--- config.mk ---
export PLATFORM = sky130hd
export DESIGN_NAME = multicycle_main_control_flat
export DESIGN_NICKNAME = d
export VERILOG_FILES = /design/src/rtl/multicycle_main_control_if.sv /design/src/rtl/multicycle_main_control.sv /design/src/flat_wrapper.sv
export SDC_FILE = /design/constraint.sdc
export NUM_CORES = 1
export LEC_CHECK = 0
export BUFFER_PORTS_ARGS = -buffer_cell sky130_fd_sc_hd__buf_2
export CELL_PAD_IN_SITES_DETAIL_PLACEMENT = 0
export CELL_PAD_IN_SITES_GLOBAL_PLACEMENT = 1
export CORE_ASPECT_RATIO = 1.1
export CORE_UTILIZATION = 25
export DETAILED_ROUTE_END_ITERATION = 7
export PLACE_DENSITY_LB_ADDON = 0.15
export SETUP_SLACK_MARGIN = 0.5
export SLEW_MARGIN = 20
export SYNTH_ARGS = -nofsm -noshare
export SYNTH_HDL_FRONTEND = slang
export SYNTH_SLANG_ARGS = --single-unit
export TNS_END_PERCENT = 30
--- constraint.sdc ---
create_clock -name clk -period 1.92 [get_ports clk]
set_input_delay 0.192 -clock clk [delete_from_list [all_inputs] [get_ports clk]]
set_output_delay 0.192 -clock clk [all_outputs]
set_load 0.005 [all_outputs]
--- src/rtl/multicycle_main_control_if.sv ---
// Control bundle between the multi-cycle MIPS main controller and its datapath.
// master = controller side (drives enables/selects), slave = datapath side.
interface multicycle_main_control_if #(
    parameter int STATE_W = 4
);
    logic [5:0]         opcode;
    logic               mem_ready;
    logic               PCWrite;
    logic               PCWriteCond;
    logic               branch_ne;
    logic               IorD;
    logic               MemRead;
    logic               MemWrite;
    logic               IRWrite;
    logic               MemtoReg;
    logic               RegDst;
    logic               RegWrite;
    logic               ALUSrcA;
    logic [1:0]         ALUSrcB;
    logic [1:0]         ALUOp;
    logic [1:0]         PCSource;
    logic               illegal_op;
    logic [STATE_W-1:0] state_dbg;

    modport master (
        input  opcode, mem_ready,
        output PCWrite, PCWriteCond, branch_ne, IorD, MemRead, MemWrite,
               IRWrite, MemtoReg, RegDst, RegWrite, ALUSrcA, ALUSrcB,
               ALUOp, PCSource, illegal_op, state_dbg
    );

    modport slave (
        output opcode, mem_ready,
        input  PCWrite, PCWriteCond, branch_ne, IorD, MemRead, MemWrite,
               IRWrite, MemtoReg, RegDst, RegWrite, ALUSrcA, ALUSrcB,
               ALUOp, PCSource, illegal_op, state_dbg
    );
endinterface

--- src/rtl/multicycle_main_control.sv ---
// Main control FSM for the multi-cycle MIPS datapath (fetch/decode/execute/mem/wb).
// Define MULTICYCLE_BNE_EN to add the bne state; otherwise opcode 000101 is illegal.
module multicycle_main_control #(
    parameter int STATE_W = 4
) (
    input  logic                        clk,
    input  logic                        reset,
    multicycle_main_control_if.master   bus
);

    localparam logic [5:0] OP_RTYPE = 6'b000000;
    localparam logic [5:0] OP_LW    = 6'b100011;
    localparam logic [5:0] OP_SW    = 6'b101011;
    localparam logic [5:0] OP_BEQ   = 6'b000100;
    localparam logic [5:0] OP_ADDI  = 6'b001000;
    localparam logic [5:0] OP_J     = 6'b000010;
`ifdef MULTICYCLE_BNE_EN
    localparam logic [5:0] OP_BNE   = 6'b000101;
`endif

    typedef enum logic [STATE_W-1:0] {
        S_IDLE     = STATE_W'(0),
        S_FETCH    = STATE_W'(1),
        S_DECODE   = STATE_W'(2),
        S_MEMADR   = STATE_W'(3),
        S_MEMRD    = STATE_W'(4),
        S_MEMWB    = STATE_W'(5),
        S_MEMWR    = STATE_W'(6),
        S_RTYPE_EX = STATE_W'(7),
        S_RTYPE_WB = STATE_W'(8),
        S_BRANCH   = STATE_W'(9),
        S_ADDI_EX  = STATE_W'(10),
        S_ADDI_WB  = STATE_W'(11),
        S_JUMP     = STATE_W'(12),
        S_BNE      = STATE_W'(13),
        S_ILLEGAL  = STATE_W'(15)
    } state_t;

    state_t state;
    state_t state_next;
    logic   illegal_q;

    always_ff @(posedge clk) begin
        if (reset) begin
            state     <= S_IDLE;
            illegal_q <= 1'b0;
        end else begin
            state <= state_next;
            if (state_next == S_ILLEGAL) begin
                illegal_q <= 1'b1;
            end
        end
    end

    assign bus.illegal_op = illegal_q;
    assign bus.state_dbg  = state;

    always_comb begin
        state_next      = state;
        bus.PCWrite     = 1'b0;
        bus.PCWriteCond = 1'b0;
        bus.branch_ne   = 1'b0;
        bus.IorD        = 1'b0;
        bus.MemRead     = 1'b0;
        bus.MemWrite    = 1'b0;
        bus.IRWrite     = 1'b0;
        bus.MemtoReg    = 1'b0;
        bus.RegDst      = 1'b0;
        bus.RegWrite    = 1'b0;
        bus.ALUSrcA     = 1'b0;
        bus.ALUSrcB     = 2'b00;
        bus.ALUOp       = 2'b00;
        bus.PCSource    = 2'b00;

        case (state)
            S_IDLE: begin
                state_next = S_FETCH;
            end
            S_FETCH: begin
                // IR and PC load only on the cycle the read actually completes
                bus.MemRead = 1'b1;
                bus.ALUSrcB = 2'b01;
                bus.IRWrite = bus.mem_ready;
                bus.PCWrite = bus.mem_ready;
                if (bus.mem_ready) begin
                    state_next = S_DECODE;
                end
            end
            S_DECODE: begin
                bus.ALUSrcB = 2'b11;
                case (bus.opcode)
                    OP_RTYPE:     state_next = S_RTYPE_EX;
                    OP_LW, OP_SW: state_next = S_MEMADR;
                    OP_BEQ:       state_next = S_BRANCH;
                    OP_ADDI:      state_next = S_ADDI_EX;
                    OP_J:         state_next = S_JUMP;
`ifdef MULTICYCLE_BNE_EN
                    OP_BNE:       state_next = S_BNE;
`endif
                    default:      state_next = S_ILLEGAL;
                endcase
            end
            S_MEMADR: begin
                bus.ALUSrcA = 1'b1;
                bus.ALUSrcB = 2'b10;
                state_next  = (bus.opcode == OP_LW) ? S_MEMRD : S_MEMWR;
            end
            S_MEMRD: begin
                bus.IorD    = 1'b1;
                bus.MemRead = 1'b1;
                if (bus.mem_ready) begin
                    state_next = S_MEMWB;
                end
            end
            S_MEMWB: begin
                bus.MemtoReg = 1'b1;
                bus.RegWrite = 1'b1;
                state_next   = S_FETCH;
            end
            S_MEMWR: begin
                bus.IorD     = 1'b1;
                bus.MemWrite = 1'b1;
                if (bus.mem_ready) begin
                    state_next = S_FETCH;
                end
            end
            S_RTYPE_EX: begin
                bus.ALUSrcA = 1'b1;
                bus.ALUOp   = 2'b10;
                state_next  = S_RTYPE_WB;
            end
            S_RTYPE_WB: begin
                bus.RegDst   = 1'b1;
                bus.RegWrite = 1'b1;
                state_next   = S_FETCH;
            end
            S_BRANCH: begin
                bus.ALUSrcA     = 1'b1;
                bus.ALUOp       = 2'b01;
                bus.PCWriteCond = 1'b1;
                bus.PCSource    = 2'b01;
                state_next      = S_FETCH;
            end
            S_ADDI_EX: begin
                bus.ALUSrcA = 1'b1;
                bus.ALUSrcB = 2'b10;
                state_next  = S_ADDI_WB;
            end
            S_ADDI_WB: begin
                bus.RegWrite = 1'b1;
                state_next   = S_FETCH;
            end
            S_JUMP: begin
                bus.PCWrite  = 1'b1;
                bus.PCSource = 2'b10;
                state_next   = S_FETCH;
            end
`ifdef MULTICYCLE_BNE_EN
            S_BNE: begin
                // Same as beq, with the zero flag inverted on the PC load
                bus.ALUSrcA     = 1'b1;
                bus.ALUOp       = 2'b01;
                bus.PCWriteCond = 1'b1;
                bus.PCSource    = 2'b01;
                bus.branch_ne   = 1'b1;
                state_next      = S_FETCH;
            end
`endif
            S_ILLEGAL: begin
                state_next = S_ILLEGAL;
            end
            default: begin
                state_next = S_ILLEGAL;
            end
        endcase
    end

endmodule

--- src/flat_wrapper.sv ---
// flat-port wrapper written by rule: the top's interface ports become plain ports
module multicycle_main_control_flat 
#(
    parameter int STATE_W = 4
)
  (clk, reset, bus_opcode, bus_mem_ready, bus_PCWrite, bus_PCWriteCond, bus_branch_ne, bus_IorD, bus_MemRead, bus_MemWrite, bus_IRWrite, bus_MemtoReg, bus_RegDst, bus_RegWrite, bus_ALUSrcA, bus_ALUSrcB, bus_ALUOp, bus_PCSource, bus_illegal_op, bus_state_dbg);
  multicycle_main_control_if #(.STATE_W(STATE_W)) bus_i ();
  input  logic clk;
  input  logic reset;
  input wire logic [$bits(bus_i.opcode)-1:0] bus_opcode;
  input wire logic [$bits(bus_i.mem_ready)-1:0] bus_mem_ready;
  output wire logic [$bits(bus_i.PCWrite)-1:0] bus_PCWrite;
  output wire logic [$bits(bus_i.PCWriteCond)-1:0] bus_PCWriteCond;
  output wire logic [$bits(bus_i.branch_ne)-1:0] bus_branch_ne;
  output wire logic [$bits(bus_i.IorD)-1:0] bus_IorD;
  output wire logic [$bits(bus_i.MemRead)-1:0] bus_MemRead;
  output wire logic [$bits(bus_i.MemWrite)-1:0] bus_MemWrite;
  output wire logic [$bits(bus_i.IRWrite)-1:0] bus_IRWrite;
  output wire logic [$bits(bus_i.MemtoReg)-1:0] bus_MemtoReg;
  output wire logic [$bits(bus_i.RegDst)-1:0] bus_RegDst;
  output wire logic [$bits(bus_i.RegWrite)-1:0] bus_RegWrite;
  output wire logic [$bits(bus_i.ALUSrcA)-1:0] bus_ALUSrcA;
  output wire logic [$bits(bus_i.ALUSrcB)-1:0] bus_ALUSrcB;
  output wire logic [$bits(bus_i.ALUOp)-1:0] bus_ALUOp;
  output wire logic [$bits(bus_i.PCSource)-1:0] bus_PCSource;
  output wire logic [$bits(bus_i.illegal_op)-1:0] bus_illegal_op;
  output wire logic [$bits(bus_i.state_dbg)-1:0] bus_state_dbg;
  assign bus_i.opcode = bus_opcode;
  assign bus_i.mem_ready = bus_mem_ready;
  assign bus_PCWrite = bus_i.PCWrite;
  assign bus_PCWriteCond = bus_i.PCWriteCond;
  assign bus_branch_ne = bus_i.branch_ne;
  assign bus_IorD = bus_i.IorD;
  assign bus_MemRead = bus_i.MemRead;
  assign bus_MemWrite = bus_i.MemWrite;
  assign bus_IRWrite = bus_i.IRWrite;
  assign bus_MemtoReg = bus_i.MemtoReg;
  assign bus_RegDst = bus_i.RegDst;
  assign bus_RegWrite = bus_i.RegWrite;
  assign bus_ALUSrcA = bus_i.ALUSrcA;
  assign bus_ALUSrcB = bus_i.ALUSrcB;
  assign bus_ALUOp = bus_i.ALUOp;
  assign bus_PCSource = bus_i.PCSource;
  assign bus_illegal_op = bus_i.illegal_op;
  assign bus_state_dbg = bus_i.state_dbg;
  multicycle_main_control #(.STATE_W(STATE_W)) u_core (.clk(clk), .reset(reset), .bus(bus_i));
endmodule
Word level (Yosys, flattened, before mapping)
Index checks and enable logic that the tools add are counted.
{"block": "totals", "elab_cells": 48, "inputBits": 9, "regBits": 5}
{"block": "op_classes", "n_mux": 19, "reduce_logical": 9, "eq_ne": 18}
{"operator": "one-hot mux 4 bit (8 select lines)", "n": 1}
{"operator": "equality test 4 bit (second input constant)", "n": 6}
{"operator": "one-hot mux 4 bit (5 select lines)", "n": 1}
{"operator": "equality test 4 x 3 -> 1 bit (second input constant)", "n": 4}
{"operator": "equality test 6 bit (second input constant)", "n": 2}
{"operator": "2-to-1 mux 4 bit", "n": 3}
{"operator": "2-to-1 mux 1 bit", "n": 9}
{"operator": "equality test 4 x 2 -> 1 bit (second input constant)", "n": 2}
{"operator": "one-hot mux 2 bit (2 select lines)", "n": 2}
{"operator": "OR reduction 2 bit", "n": 4}
{"operator": "equality test 6 x 2 -> 1 bit (second input constant)", "n": 1}
{"operator": "equality test 6 x 3 -> 1 bit (second input constant)", "n": 1}
{"operator": "equality test 6 x 4 -> 1 bit (second input constant)", "n": 1}
{"operator": "logical NOT 6 bit", "n": 1}
{"operator": "one-hot mux 2 bit (3 select lines)", "n": 1}
{"operator": "OR reduction 6 bit", "n": 1}
{"operator": "equality test 4 x 1 -> 1 bit (second input constant)", "n": 1}
{"operator": "logical NOT 4 bit", "n": 1}
{"operator": "OR reduction 4 bit", "n": 1}
{"operator": "OR reduction 3 bit", "n": 1}
{"operator": "2-to-1 mux 2 bit", "n": 1}
{"operator": "one-hot mux 1 bit (2 select lines)", "n": 1}

Logic depth before layout (Yosys ltp)
{"block": "depth", "ltp_word": 5, "ltp_mapped": 6, "mapped_depth_nobuf": 4}

Worst setup path before layout
No wires, ideal clock.
{"block": "synth_path", "path_type": "reg-to-output", "start": "register u_core.state[1] (netlist: u_core.bus.state_dbg[1])", "end": "output port bus_PCWrite", "stages_incl_launch_ff": 5, "path_buffers": 1, "t_arrival_ps": 1325, "path_slack_ps": 403, "cell_sequence": "dfxtp_1 -> clkbuf_1 -> nand2b_1 -> nor4b_1 -> or2_2"}
{"block": "synth_between", "elab_chain_len": 2}
{"element": "from (decl)", "line": "multicycle_main_control.sv:39", "rtl": "state_t state;"}
{"element": "from (signal assigned)", "line": "multicycle_main_control.sv:48", "rtl": "state <= state_next;"}
{"element": "equality test 4 bit / equality test 4 x 1 -> 1 bit (equally long branches)", "line": "multicycle_main_control.sv:75", "rtl": "case (state)"}
{"element": "one-hot mux 1 bit (2 select lines) (*)", "line": "multicycle_main_control.sv:75"}
{"element": "to (decl)", "line": "flat_wrapper.sv:12", "rtl": "output wire logic [$bits(bus_i.PCWrite)-1:0] bus_PCWrite;"}
Mark *: on every way between the ends. The rest lies on a longest branch, timed or not.

Worst setup path after layout
{"block": "layout_path", "start": "register u_core.state[0] (netlist: u_core.bus.state_dbg[0])", "end": "register u_core.illegal_q (netlist: u_core.bus.illegal_op)"}
{"block": "layout_between", "elab_chain_len": 4}
{"element": "equality test 4 x 3 -> 1 bit, or another cell as far along", "line": "multicycle_main_control.sv:75"}
{"element": "OR reduction 6 bit (no source line)"}
{"element": "one-hot mux 4 bit (8 select lines) (*)", "line": "multicycle_main_control.sv:75"}
{"element": "equality test 4 bit (*)", "line": "multicycle_main_control.sv:49", "rtl": "if (state_next == S_ILLEGAL) begin"}
{"element": "to (signal assigned)", "line": "multicycle_main_control.sv:46", "rtl": "illegal_q <= 1'b0;"}
{"element": "to (signal assigned)", "line": "multicycle_main_control.sv:50", "rtl": "illegal_q <= 1'b1;"}
{"element": "to (decl)", "line": "multicycle_main_control.sv:41", "rtl": "logic illegal_q;"}
Marks and branches as above.
A chain may end at the register's enable or synchronous reset.

==> key figures <==
Logic synthesis
  • Netlist Area Pre-Place: 567 sq um
  • Syn nets: 91
  • Syn_area_per_cell: 6.91 sq um
  • Post-Synthesis Cells: 82
  • Synth area leader: dfxtp_1
  • Synth unique cells: 34
  • Share of the synthesized area in the top cell type: 17.7%
  • Seq/Total Area, Yosys: 17.7%
  • Synth Flop Type: dfxtp_1
  • Area contributors post-synth: dfxtp_1 (18%), nor2_1 (8.6%), nand2b_1 (6.6%), nor3_1 (5.3%), nor2b_1 (4.4%)
  • Ys async rst share: 0%
  • Register bit total from synthesis: 5
  • Syn. warnings: 0
  • Post-synth EDFFs: 0

Floorplanning
  • Core area: 0.00206 sq mm
  • # IOs: 31
  • Die height: 51.9 um
  • Die span in x: 47.4 um
  • Die ar.: 0.00246 sq mm
  • Starting Density: 27.5%
  • Number of cell rows: 17

Setup path
  • Critical Path Sink Type: flop
  • CP cell instances: or4_1, nor3_2, o311a_1, o41ai_2
  • Slowest stage delay, CP: 540 ps
  • Crit start category: flop
  • Crit Path Class: reg -> reg
  • Worst path arrival time: 1560 ps
  • Slowest stage cell, crit path: or4_1
  • Largest delay share family, worst path: simple AND/OR/NAND/NOR gates
  • Critical path buffer and inverter count: 0
  • Worst Path Required: 2030 ps
  • Crit Path Max Fanout: 9

CTS
  • CTS clk-pin slew, worst paths: 50 ps
  • Root buf cell: clkbuf_4
  • Cts hold-fix bufs: 0
  • TritonCTS Sinks: 5
  • Number of CTS-inserted buffers: 3
  • Number of H-tree levels: 1
  • Bufs on Longest Clock Path: 2
  • Worst-skew pair later-pin latency: 240 ps
  • CTS tree: built

Finish
  • Area Growth Syn to Fin: 57.2%
  • Most frequent cells in the layout: buf_2 (28), nor2_1 (12), buf_4 (10)
  • Commonest non-fill, non-tap cell in the layout: buf_2
  • Multi-input logic area: 480 sq um
  • Fin area: 891 sq um
  • Finished Core Util: 43.2%
  • Post-layout nets: 127
  • Post-route insts no fill: 145
  • Ant diodes: 0
  • Fillers: 235
  • Layout cell share with drive strength beyond 1: 50.4%
  • Reg area: 115 sq um

Timing
  • Max Slew Vio Count: 0
  • Final worst-path cycle share: 75.3%
  • Setup_tns: 0 ps
  • Fmax: 692 MHz
  • Final hold violation count: 0
  • Skew final: 6.47 ps
  • Min cycle time layout: 1450 ps
  • Final worst setup slack: 475 ps
  • RSZ-0062 raised after global routing: yes
  • Setup violators final: 0

Place
  • # port buffers: 29
  • Placed Cells: 135
  • Pre-CTS WS: 270 ps
  • Routability-driven placement congestion ratio: 0.695
  • HPWL after DPL: 1180 um
  • Area after DPL: 734 sq um

Power and ir drop
  • P_int: 0.328 mW
  • P_leak: 0.429 nW
  • P_sw: 0.187 mW
  • Switching Fraction: 36.3%
  • Logic pwr share: 48.3%
  • Peak supply drop: 0.259 mV
  • Cell Pwr Density: 577 mW/mm^2
  • Sequential power share: 28.0%
  • Clock power share: 23.7%

Hold path
  • Worst hold-check path type: in -> reg

Routing
  • Wirelength per Cell: 11.3 um
  • Total number of vias: 691
  • Drt first pass iters: 4
  • DRC viols: 0
  • Routed Wire Length: 1640 um
  • Antenna violation net count after detailed routing: 0
  • Starting DRC count in detailed routing: 12
  • Vias per cell: 4.77

Global routing
  • Pin count of the biggest net entering global routing: 13
  • Total grt overflow: 0
  • First-pass GRT wire length: 2480 um
  • GRT Util Overall: 14.1%
  • Number of global-route vias before repair: 561
  • Initial antenna violation count: 0

Status
  • Status: finished clean

Run
  • Max Cap Viol: 0
## cell usage after synthesis, drive strengths merged (4+ instances only)
| master | instances |
|---|---|
| nand2b | 6 |
| a21oi | 4 |
| clkbuf | 4 |
| buf | 4 |
| dfxtp | 5 |
| nor2 | 13 |
| nor2b | 4 |
| o21ai | 5 |
| nor3 | 6 |
## power groups by stage
stage	sequential, mW	combinational [mW]	clock, mW
global placement	0.148	0.188	0
detailed placement	0.148	0.187	0
CTS	0.144	0.242	0.125
floorplan	0.128	0.129	0
global route	0.147	0.273	0.135
finish	0.144	0.248	0.122
## routing by layer
layer / vias up / track usage, % / routed length (um)
li1: 362 / - / -
met1: 309 / 16.6 / 754
met2: 20 / 24.4 / 836
met3: 0 / 2.08 / 48
met4: 0 / 5.71 / 0
met5: - / 0 / 0
## flip-flops by register name, summed over array words and instances (netlist names)
name and count:
u_core.bus.state_dbg 4, u_core.bus.illegal_op 1
## worst register-to-register path: cells and delay by family, from the launching register on
kind             cells  cell delay, ps
AO/OA/AOI/OAI        2             290
AND/OR/NAND/NOR      2             660
flip-flops           1             380
## final timing paths
path,startpoint,end,slack [ps],cells past startpoint
max,u_core.bus.state_dbg[0]$_SDFF_PP0_,u_core.bus.illegal_op$_SDFFE_PP0N_,470,4
min reg2reg,u_core.bus.illegal_op$_SDFFE_PP0N_,u_core.bus.illegal_op$_SDFFE_PP0N_,470,2
max reg2reg,u_core.bus.state_dbg[0]$_SDFF_PP0_,u_core.bus.illegal_op$_SDFFE_PP0N_,470,4
min,reset,u_core.bus.state_dbg[0]$_SDFF_PP0_,170,2
## layout make-up
| class | count | share of cell area [%] |
|---|---|---|
| multi-input cells | 67 | 53.9 |
| repair buffers | 39 | 25.4 |
| flip-flops and latches | 5 | 12.9 |
| well taps | 28 | 3.93 |
| clock buffers | 4 | 2.95 |
| inverters | 2 | 0.843 |
## repair_timing
action,in CTS,in global routing
setup endpoints to repair,20,12
pin swaps,4,1
buffers inserted,5,1
resized for setup,19,2
## logic make-up (layout without fill, tap and decap cells)
family	Yosys count	in the layout	synth area share [%]
flops	5	5	17.7
xor+xnor	4	4	6.18
other cells	1	1	0.662
buf+inv	10	45	9.93
compound gates	19	19	23.0
simple gates	43	43	42.6
## through the flow
stage,power [mW],hold WS (ps)
2_1_floorplan,0.257,264
6_report,0.514,173
5_1_grt,0.554,181
3_5_place_dp,0.335,432
4_1_cts,0.512,169
3_3_place_gp,0.336,441
Power figures use the tool's default switching activity.
